`config.mk`:
```
export PLATFORM = sky130hd
export DESIGN_NAME = hall_commutation_ctrl
export DESIGN_NICKNAME = d
export VERILOG_FILES = /design/src/rtl/hall_commutation_ctrl.sv
export SDC_FILE = /design/constraint.sdc
export NUM_CORES = 1
export LEC_CHECK = 0
export ABC_AREA = 1
export CORE_MARGIN = 4
export CORE_UTILIZATION = 40
export DETAILED_ROUTE_END_ITERATION = 10
export HOLD_SLACK_MARGIN = 0.02
export PLACE_DENSITY_LB_ADDON = 0.1
export REMOVE_ABC_BUFFERS = 1
export SYNTH_ARGS = -nofsm -noshare
export SYNTH_HDL_FRONTEND = slang
export SYNTH_SLANG_ARGS = --single-unit
```
`constraint.sdc`:
```
create_clock -name clk -period 3.49 [get_ports clk]
set_clock_uncertainty 0.1 [all_clocks]
set_input_delay 0.698 -clock clk [delete_from_list [all_inputs] [get_ports clk]]
set_output_delay 0.698 -clock clk [all_outputs]
set_load 0.02 [all_outputs]
```
`src/rtl/hall_commutation_ctrl.sv`:
```
// Six-step BLDC commutation from hall sensors with dead-time, braking and fault latch.
// Optional stall detection is built when HALL_STALL_DETECT_EN is defined.
//
// state   | meaning
// IDLE    | drive disabled, all gates off
// DEAD    | all gates off for DEADTIME cycles before a new pattern
// RUN     | commutation pattern for the current sector and direction
// BRAKE   | all low sides on, high sides off
// FAULT   | latched fault, all gates off until en drops
module hall_commutation_ctrl #(
  parameter int DEADTIME     = 8,
  parameter int STALL_CYCLES = 50000
) (
  input  logic       clk,
  input  logic       rst,
  input  logic       en,
  input  logic       dir,
  input  logic       brake,
  input  logic       pwm,
  input  logic       SA_in,
  input  logic       SB_in,
  input  logic       SC_in,
  output logic       AH,
  output logic       AL,
  output logic       BH,
  output logic       BL,
  output logic       CH,
  output logic       CL,
  output logic       fault,
  output logic [1:0] fault_code,
  output logic       step_pulse,
  output logic       dir_meas
);

  if (DEADTIME < 1 || DEADTIME > 255 || STALL_CYCLES < 2 || STALL_CYCLES > 1048575) begin : g_param_check
    $error("hall_commutation_ctrl: parameter out of range");
  end

  typedef enum logic [2:0] {S_IDLE, S_DEAD, S_RUN, S_BRAKE, S_FAULT} state_t;

  localparam logic [7:0] DEAD_LOAD = 8'(DEADTIME - 1);

  function automatic logic [2:0] sector_of(input logic [2:0] h);
    case (h)
      3'b101:  sector_of = 3'd1;
      3'b100:  sector_of = 3'd2;
      3'b110:  sector_of = 3'd3;
      3'b010:  sector_of = 3'd4;
      3'b011:  sector_of = 3'd5;
      3'b001:  sector_of = 3'd6;
      default: sector_of = 3'd0;
    endcase
  endfunction

  // bit order {AH, AL, BH, BL, CH, CL}; reverse swaps H/L within each phase
  function automatic logic [5:0] pattern_of(input logic [2:0] s, input logic fwd);
    logic [5:0] p;
    case (s)
      3'd1:    p = 6'b100100;
      3'd2:    p = 6'b100001;
      3'd3:    p = 6'b001001;
      3'd4:    p = 6'b011000;
      3'd5:    p = 6'b010010;
      3'd6:    p = 6'b000110;
      default: p = 6'b000000;
    endcase
    pattern_of = fwd ? p : {p[4], p[5], p[2], p[3], p[0], p[1]};
  endfunction

  state_t     state_q, state_d;
  logic [2:0] hall_q, hall_p;
  logic [7:0] dead_cnt_q, dead_cnt_d;
  logic [5:0] gate_q, gate_d;
  logic       fault_d, step_d, dmeas_d, run_dir_q, run_dir_d;
  logic [1:0] code_d;

  logic [2:0] sec_new, sec_old;
  logic       illegal, chg, fwd_step, rev_step, acc, seq_err, stall_hit;

  assign sec_new  = sector_of(hall_q);
  assign sec_old  = sector_of(hall_p);
  assign illegal  = (sec_new == 3'd0);
  assign chg      = (hall_q != hall_p);
  assign fwd_step = (sec_new == ((sec_old == 3'd6) ? 3'd1 : sec_old + 3'd1));
  assign rev_step = (sec_new == ((sec_old == 3'd1) ? 3'd6 : sec_old - 3'd1));
  assign acc      = chg && !illegal && (fwd_step || rev_step);
  assign seq_err  = chg && !illegal && !acc;

`ifdef HALL_STALL_DETECT_EN
  logic [19:0] stall_cnt_q;
  logic        active;

  assign active    = (state_q == S_DEAD) || (state_q == S_RUN);
  assign stall_hit = active && (stall_cnt_q == 20'(STALL_CYCLES - 1));

  always_ff @(posedge clk) begin
    if (rst || !active || acc) stall_cnt_q <= '0;
    else                       stall_cnt_q <= stall_cnt_q + 20'd1;
  end
`else
  assign stall_hit = 1'b0;
`endif

  always_comb begin
    state_d    = state_q;
    dead_cnt_d = dead_cnt_q;
    fault_d    = fault;
    code_d     = fault_code;
    step_d     = 1'b0;
    dmeas_d    = dir_meas;
    run_dir_d  = run_dir_q;
    if (!en) begin
      state_d = S_IDLE;
      fault_d = 1'b0;
      code_d  = 2'b00;
    end else begin
      case (state_q)
        S_IDLE: begin
          if (!illegal) begin
            state_d    = S_DEAD;
            dead_cnt_d = DEAD_LOAD;
          end
        end
        S_FAULT: ;
        default: begin
          if (illegal) begin
            state_d = S_FAULT; fault_d = 1'b1; code_d = 2'b01;
          end else if (seq_err) begin
            state_d = S_FAULT; fault_d = 1'b1; code_d = 2'b10;
          end else if (stall_hit) begin
            state_d = S_FAULT; fault_d = 1'b1; code_d = 2'b11;
          end else begin
            if (acc) begin
              step_d  = 1'b1;
              dmeas_d = fwd_step;
            end
            case (state_q)
              S_DEAD: begin
                if (acc)                    dead_cnt_d = DEAD_LOAD;
                else if (dead_cnt_q == '0)  state_d = brake ? S_BRAKE : S_RUN;
                else                        dead_cnt_d = dead_cnt_q - 8'd1;
              end
              S_RUN: begin
                if (brake || acc || (dir != run_dir_q)) begin
                  state_d    = S_DEAD;
                  dead_cnt_d = DEAD_LOAD;
                end
              end
              S_BRAKE: begin
                if (!brake) begin
                  state_d    = S_DEAD;
                  dead_cnt_d = DEAD_LOAD;
                end
              end
              default: ;
            endcase
          end
        end
      endcase
    end
    case (state_d)
      S_RUN:   gate_d = pattern_of(sec_new, dir);
      S_BRAKE: gate_d = 6'b010101;
      default: gate_d = 6'b000000;
    endcase
    if (state_d == S_RUN) run_dir_d = dir;
  end

  always_ff @(posedge clk) begin
    if (rst) begin
      state_q    <= S_IDLE;
      hall_q     <= '0;
      hall_p     <= '0;
      dead_cnt_q <= '0;
      gate_q     <= '0;
      fault      <= 1'b0;
      fault_code <= 2'b00;
      step_pulse <= 1'b0;
      dir_meas   <= 1'b0;
      run_dir_q  <= 1'b0;
    end else begin
      state_q    <= state_d;
      hall_q     <= {SA_in, SB_in, SC_in};
      hall_p     <= hall_q;
      dead_cnt_q <= dead_cnt_d;
      gate_q     <= gate_d;
      fault      <= fault_d;
      fault_code <= code_d;
      step_pulse <= step_d;
      dir_meas   <= dmeas_d;
      run_dir_q  <= run_dir_d;
    end
  end

  // high sides are chopped by pwm after the register, low sides are not
  assign AH = gate_q[5] & pwm;
  assign AL = gate_q[4];
  assign BH = gate_q[3] & pwm;
  assign BL = gate_q[2];
  assign CH = gate_q[1] & pwm;
  assign CL = gate_q[0];

endmodule

```
# Yosys cells after proc, flatten, opt, wreduce, memory -nomap -nowiden
# Cells that the tools add are included.
[totals] ff_bits=29 latch_bits=0 ramBits=0 rom_bits=0 inputBits=9 out_inout_bits=11 elab_cells=106 memories=0
[op_classes] n_addsub=3 multipliers=0 div=0 magnitude_cmp=0 n_eq_ne=34 n_shift=0 muxes=32 bitwise=8 n_reduce_logical=19
[op_table] cell="$mux 8" n=7
[op_table] cell="$pmux 3 s6" n=2
[op_table] cell="$pmux 6 s6" n=1
[op_table] cell="$eq 3x3->1 const B" n=11
[op_table] cell="$eq 3x2->1 const B" n=10
[op_table] cell="$mux 3" n=10
[op_table] cell="$pmux 8 s3" n=1
[op_table] cell="$pmux 8 s2" n=1
[op_table] cell="$eq 3x1->1 const B" n=5
[op_table] cell="$pmux 6 s2" n=1
[op_table] cell="$pmux 3 s3" n=1
[op_table] cell="$logic_not 8->1" n=1
[op_table] cell="$reduce_and 8->1" n=1
[op_table] cell="$sub 8x1->8 const B" n=1
[op_table] cell="$eq 3x3->1" n=2
[op_table] cell="$logic_not 3->1" n=2
[op_table] cell="$mux 6" n=1
[op_table] cell="$pmux 3 s2" n=1
[op_table] cell="$reduce_or 6->1" n=1
[op_table] cell="$not 1->1" n=5
[op_table] cell="$reduce_and 5->1" n=1
[op_table] cell="$mux 1" n=4
[op_table] cell="$mux 2" n=2
[op_table] cell="$ne 4x4->1 const B" n=1
[op_table] cell="15 further kinds" n=23

# Depth between registers and ports, before layout
[depth] word_depth=17 ltp_mapped=18 mapped_depth_nobuf=17

# Worst setup path after synthesis
# No wires, ideal clock.
[synth_timing] path_kind="input-to-reg" from="input dir" to="register run_dir_q" t_arrival_ps=1874 required_ps=3276 slack_ps=1402 cell_stages=10 n_path_buf=1 path_cell_list="clkbuf_1 > xor2_1 > nor4_1 > nand3_2 > nand2_1 > nand2_1 > nand2_2 > nand3_4 > nor2_1 > nor2_2"
[synth_between] elab_chain_cells=9
[synth_lines] element="from (decl)" line_no="17" text="input logic dir,"
[synth_lines] element="$ne 1x1->1" line_no="144" text="if (brake || acc || (dir != run_dir_q)) begin"
[synth_lines] element="$logic_or 1x1->1" line_no="144"
[synth_lines] element="$mux 3" line_no="144"
[synth_lines] element="$pmux 3 s3" line_no="137" text="case (state_q)"
[synth_lines] element="$mux 3" line_no="128" text="end else if (seq_err) begin"
[synth_lines] element="$mux 3" line_no="126" text="if (illegal) begin"
[synth_lines] element="$pmux 3 s2" line_no="117" text="case (state_q)"
[synth_lines] element="$mux 3" line_no="112" text="if (!en) begin"
[synth_lines] element="$eq 3x2->1" line_no="166" text="if (state_d == S_RUN) run_dir_d = dir;"
[synth_lines] element="to (signal assigned)" line_no="191" text="run_dir_q <= run_dir_d;"
[synth_lines] element="to (decl)" line_no="74" text="logic fault_d, step_d, dmeas_d, run_dir_q, run_dir_d;"
# Several ways; a longest one is shown, not always the timed one.
# A chain may end at the register's enable or synchronous reset.

# Final worst setup path
[layout_timing] from="input pwm" to="output BH"
[layout_between] elab_chain_cells=1
[layout_lines] element="from (decl)" line_no="19" text="input logic pwm,"
[layout_lines] element="$and 1x1->1" line_no="198" text="assign BH = gate_q[3] & pwm;"
[layout_lines] element="to (decl)" line_no="25" text="output logic BH,"
# Every way passes these cells.

==> flow_summary.toml <==
[run_status]
status = "complete, no violations"

[timing]
finalCritPeriodShare = 0.769
hold_viol = 0
clock.fmax_mhz = 373
fin_crit_ns = 2.68
rsz0062_at_grt = "no"
fin_setup_tns_ns = 0
relSlewSlack = 0.712
final_max_slew_viol_count = 0
hold-worst-slack_ns = 0.361
setup_ws_ns = 0.808
worst_slew_pin_slew_ns = 0.432
setup_violations = 0

[critical_path]
worst_ep_arrival_time_ns = 1.88
crit_type = "input port to primary output"
critPathCapture = "BH"
r2r_slack_ns = 1.29
crit-reg2reg-launch = "hall_q[2]"
r2r_end = "run_dir_q"
critPathMaxStageDelay_ns = 0.59
reg2reg_depth = 15
crit_required_ns = 2.69
cpMostUsedCell = "clkdlybuf4s50_1"
crit_path_start_kind = "input port"
cp-startpoint = "pwm"
worstPathCellList = "clkdlybuf4s50_1, nand2_1, inv_1, clkdlybuf4s50_1"
critPathSlowestCell = "clkdlybuf4s50_1"
cp_max_fo = 3
cp-end-kind = "primary output"

[place]
gp_congestion = 0.844
hpwlAfterDp_um = 2780
dp_slack_ns = 0.802
io_buffers = 19

[finish]
syn_to_final_growth_pct = 18.1
fin_util = 0.487
antenna_cells = 0
layout_commonest_cell = "nand2_1"
fin_nets = 299
final_cell_mix = "nand2_1 (68), nor2_1 (35), inv_1 (31)"
drive_gt1_frac = 0.145

[clock_tree]
cts_hold_buffers = 0
cts_sinks = 29
clk_pin_slew_ns = 0.06
clock_latency_ns = 0.28
numCtsBuffers = 5
post-cts-setup-buffers = 0
cts-resized-gates = 0
clockBufferDepth = 2
h-tree-depth = 2
tritoncts = "built"
cts_root_buf = "clkbuf_8"

[detailed_routing]
first_iter_violations = 161
drc = 0
drt_wl_total_um = 3680
via_count = 1645
wl_per_cell_um = 10.8
first_pass_iters = 4
vias_per_cell = 4.81
antenna_left = 0

[power_and_ir_drop]
vdd_ir_drop_max_mv = 0.237
p_per_area_mw_per_mm2 = 419
leakagePower_nw = 1.03

[grt]
gr-total-overflow = 0
grt_start_max_net_pins = 17
antenna_found_initial = 0
grt_usage = 0.148
grt_pass1_vias = 1428
grt_pass1_wl_um = 6340

[floorplanning]
core_region_area_sq_mm = 0.00435
dieWidth_um = 75.0
initial_core_util = 0.412
die_h_um = 75.0
die-area_sq_mm = 0.00562
rows = 24
num_io_pins = 20

[synth]
ys_seq_elements = 29
synth_cells = 270
yosysWarnings = 0
avgSynthCellArea_sq_um = 6.65
synth_area_sq_mm = 0.00180
ys_seq_area_frac = 0.323
netlist-cell-type-count = 33

[hold_path]
hold_class = "register to register"

[job]
cap_violations = 0
-- registers in the layout (all words and copies together), names as in the netlist, 2 cells and up --
signal / count
dead_cnt_q: 8
fault_code: 2
gate_q: 6
hall_p: 3
hall_q: 3
state_q: 3
-- layer usage --
layer	GRT usage	routed length, um	vias to the layer above
met2	0.207	1520	30
li1	-	-	883
met5	0	0	-
met3	0.0414	161	5
met1	0.214	1950	727
met4	0.0534	48	0
-- kinds of logic (layout without fill, tap and decap cells) --
logic type	after synthesis	after routing	share of synthesized area
compound gates	27	27	0.0774
xor+xnor	8	8	0.0390
fa+ha+maj	1	1	0.00697
buf+inv	47	67	0.111
flops	29	29	0.323
simple gates	158	158	0.442
-- cell type report --
class / count / area, sq um
Clock buffer: 7 / 86.3
Clock inverter: 1 / 30.0
Fill cell: 444 / 2230
Inverter: 39 / 146
Multi-Input combinational cell: 194 / 1010
Sequential cell: 29 / 581
Tap cell: 52 / 65.1
Timing Repair Buffer: 20 / 198
-- cells in the mapped netlist (all sizes together) --
cell	number	area, sq um
nand3	23	160
xor2	2	17.5
inv	38	143
nand4	4	52.6
nand3b	1	7.51
clkbuf	3	11.3
buf	5	42.5
nand2	79	339
or2	1	6.26
nor3b	1	7.51
dfxtp	29	581
o21ai	12	60.1
nor2	39	156
a21oi	12	60.1
clkinv	1	3.75
nor3	8	45.0
ha	1	12.5
nor4	2	18.8
xnor2	6	52.6
a31oi	3	18.8
-- report_power, final --
group,total [mW],switching (mW),internal (mW)
Combinational,0.170,0.103,0.0662
Sequential,0.360,0.0162,0.344
Clock,0.358,0.126,0.232
Total,0.888,0.246,0.642
-- how the worst min path moves through the flow --
stage               slack, ns            end  cells past startpoint     startpoint
finish                   0.36  dead_cnt_q[0]                      1  dead_cnt_q[0]
global route             0.40  dead_cnt_q[0]                      1  dead_cnt_q[0]
CTS                      0.36  dead_cnt_q[0]                      1  dead_cnt_q[0]
detailed placement       0.35  dead_cnt_q[0]                      1  dead_cnt_q[0]
global placement         0.35  dead_cnt_q[0]                      1  dead_cnt_q[0]
floorplan                0.33  dead_cnt_q[0]                      1  dead_cnt_q[0]
-- metrics by stage --
step,power [mW],cell area (sq um),std cells
after floorplan,0.493,1740,262
after global placement,0.537,2000,334
after detailed placement,0.537,2000,334
after CTS,0.899,2120,342
after global routing,0.938,2120,342
final,0.888,2120,342
-- critical path: cells and delay by family --
family	cells	cell delay (ns)
buffers and inverters	3	1.13
AND/OR/NAND/NOR	1	0.06
Note: power is estimated with default switching activity, not from simulation.
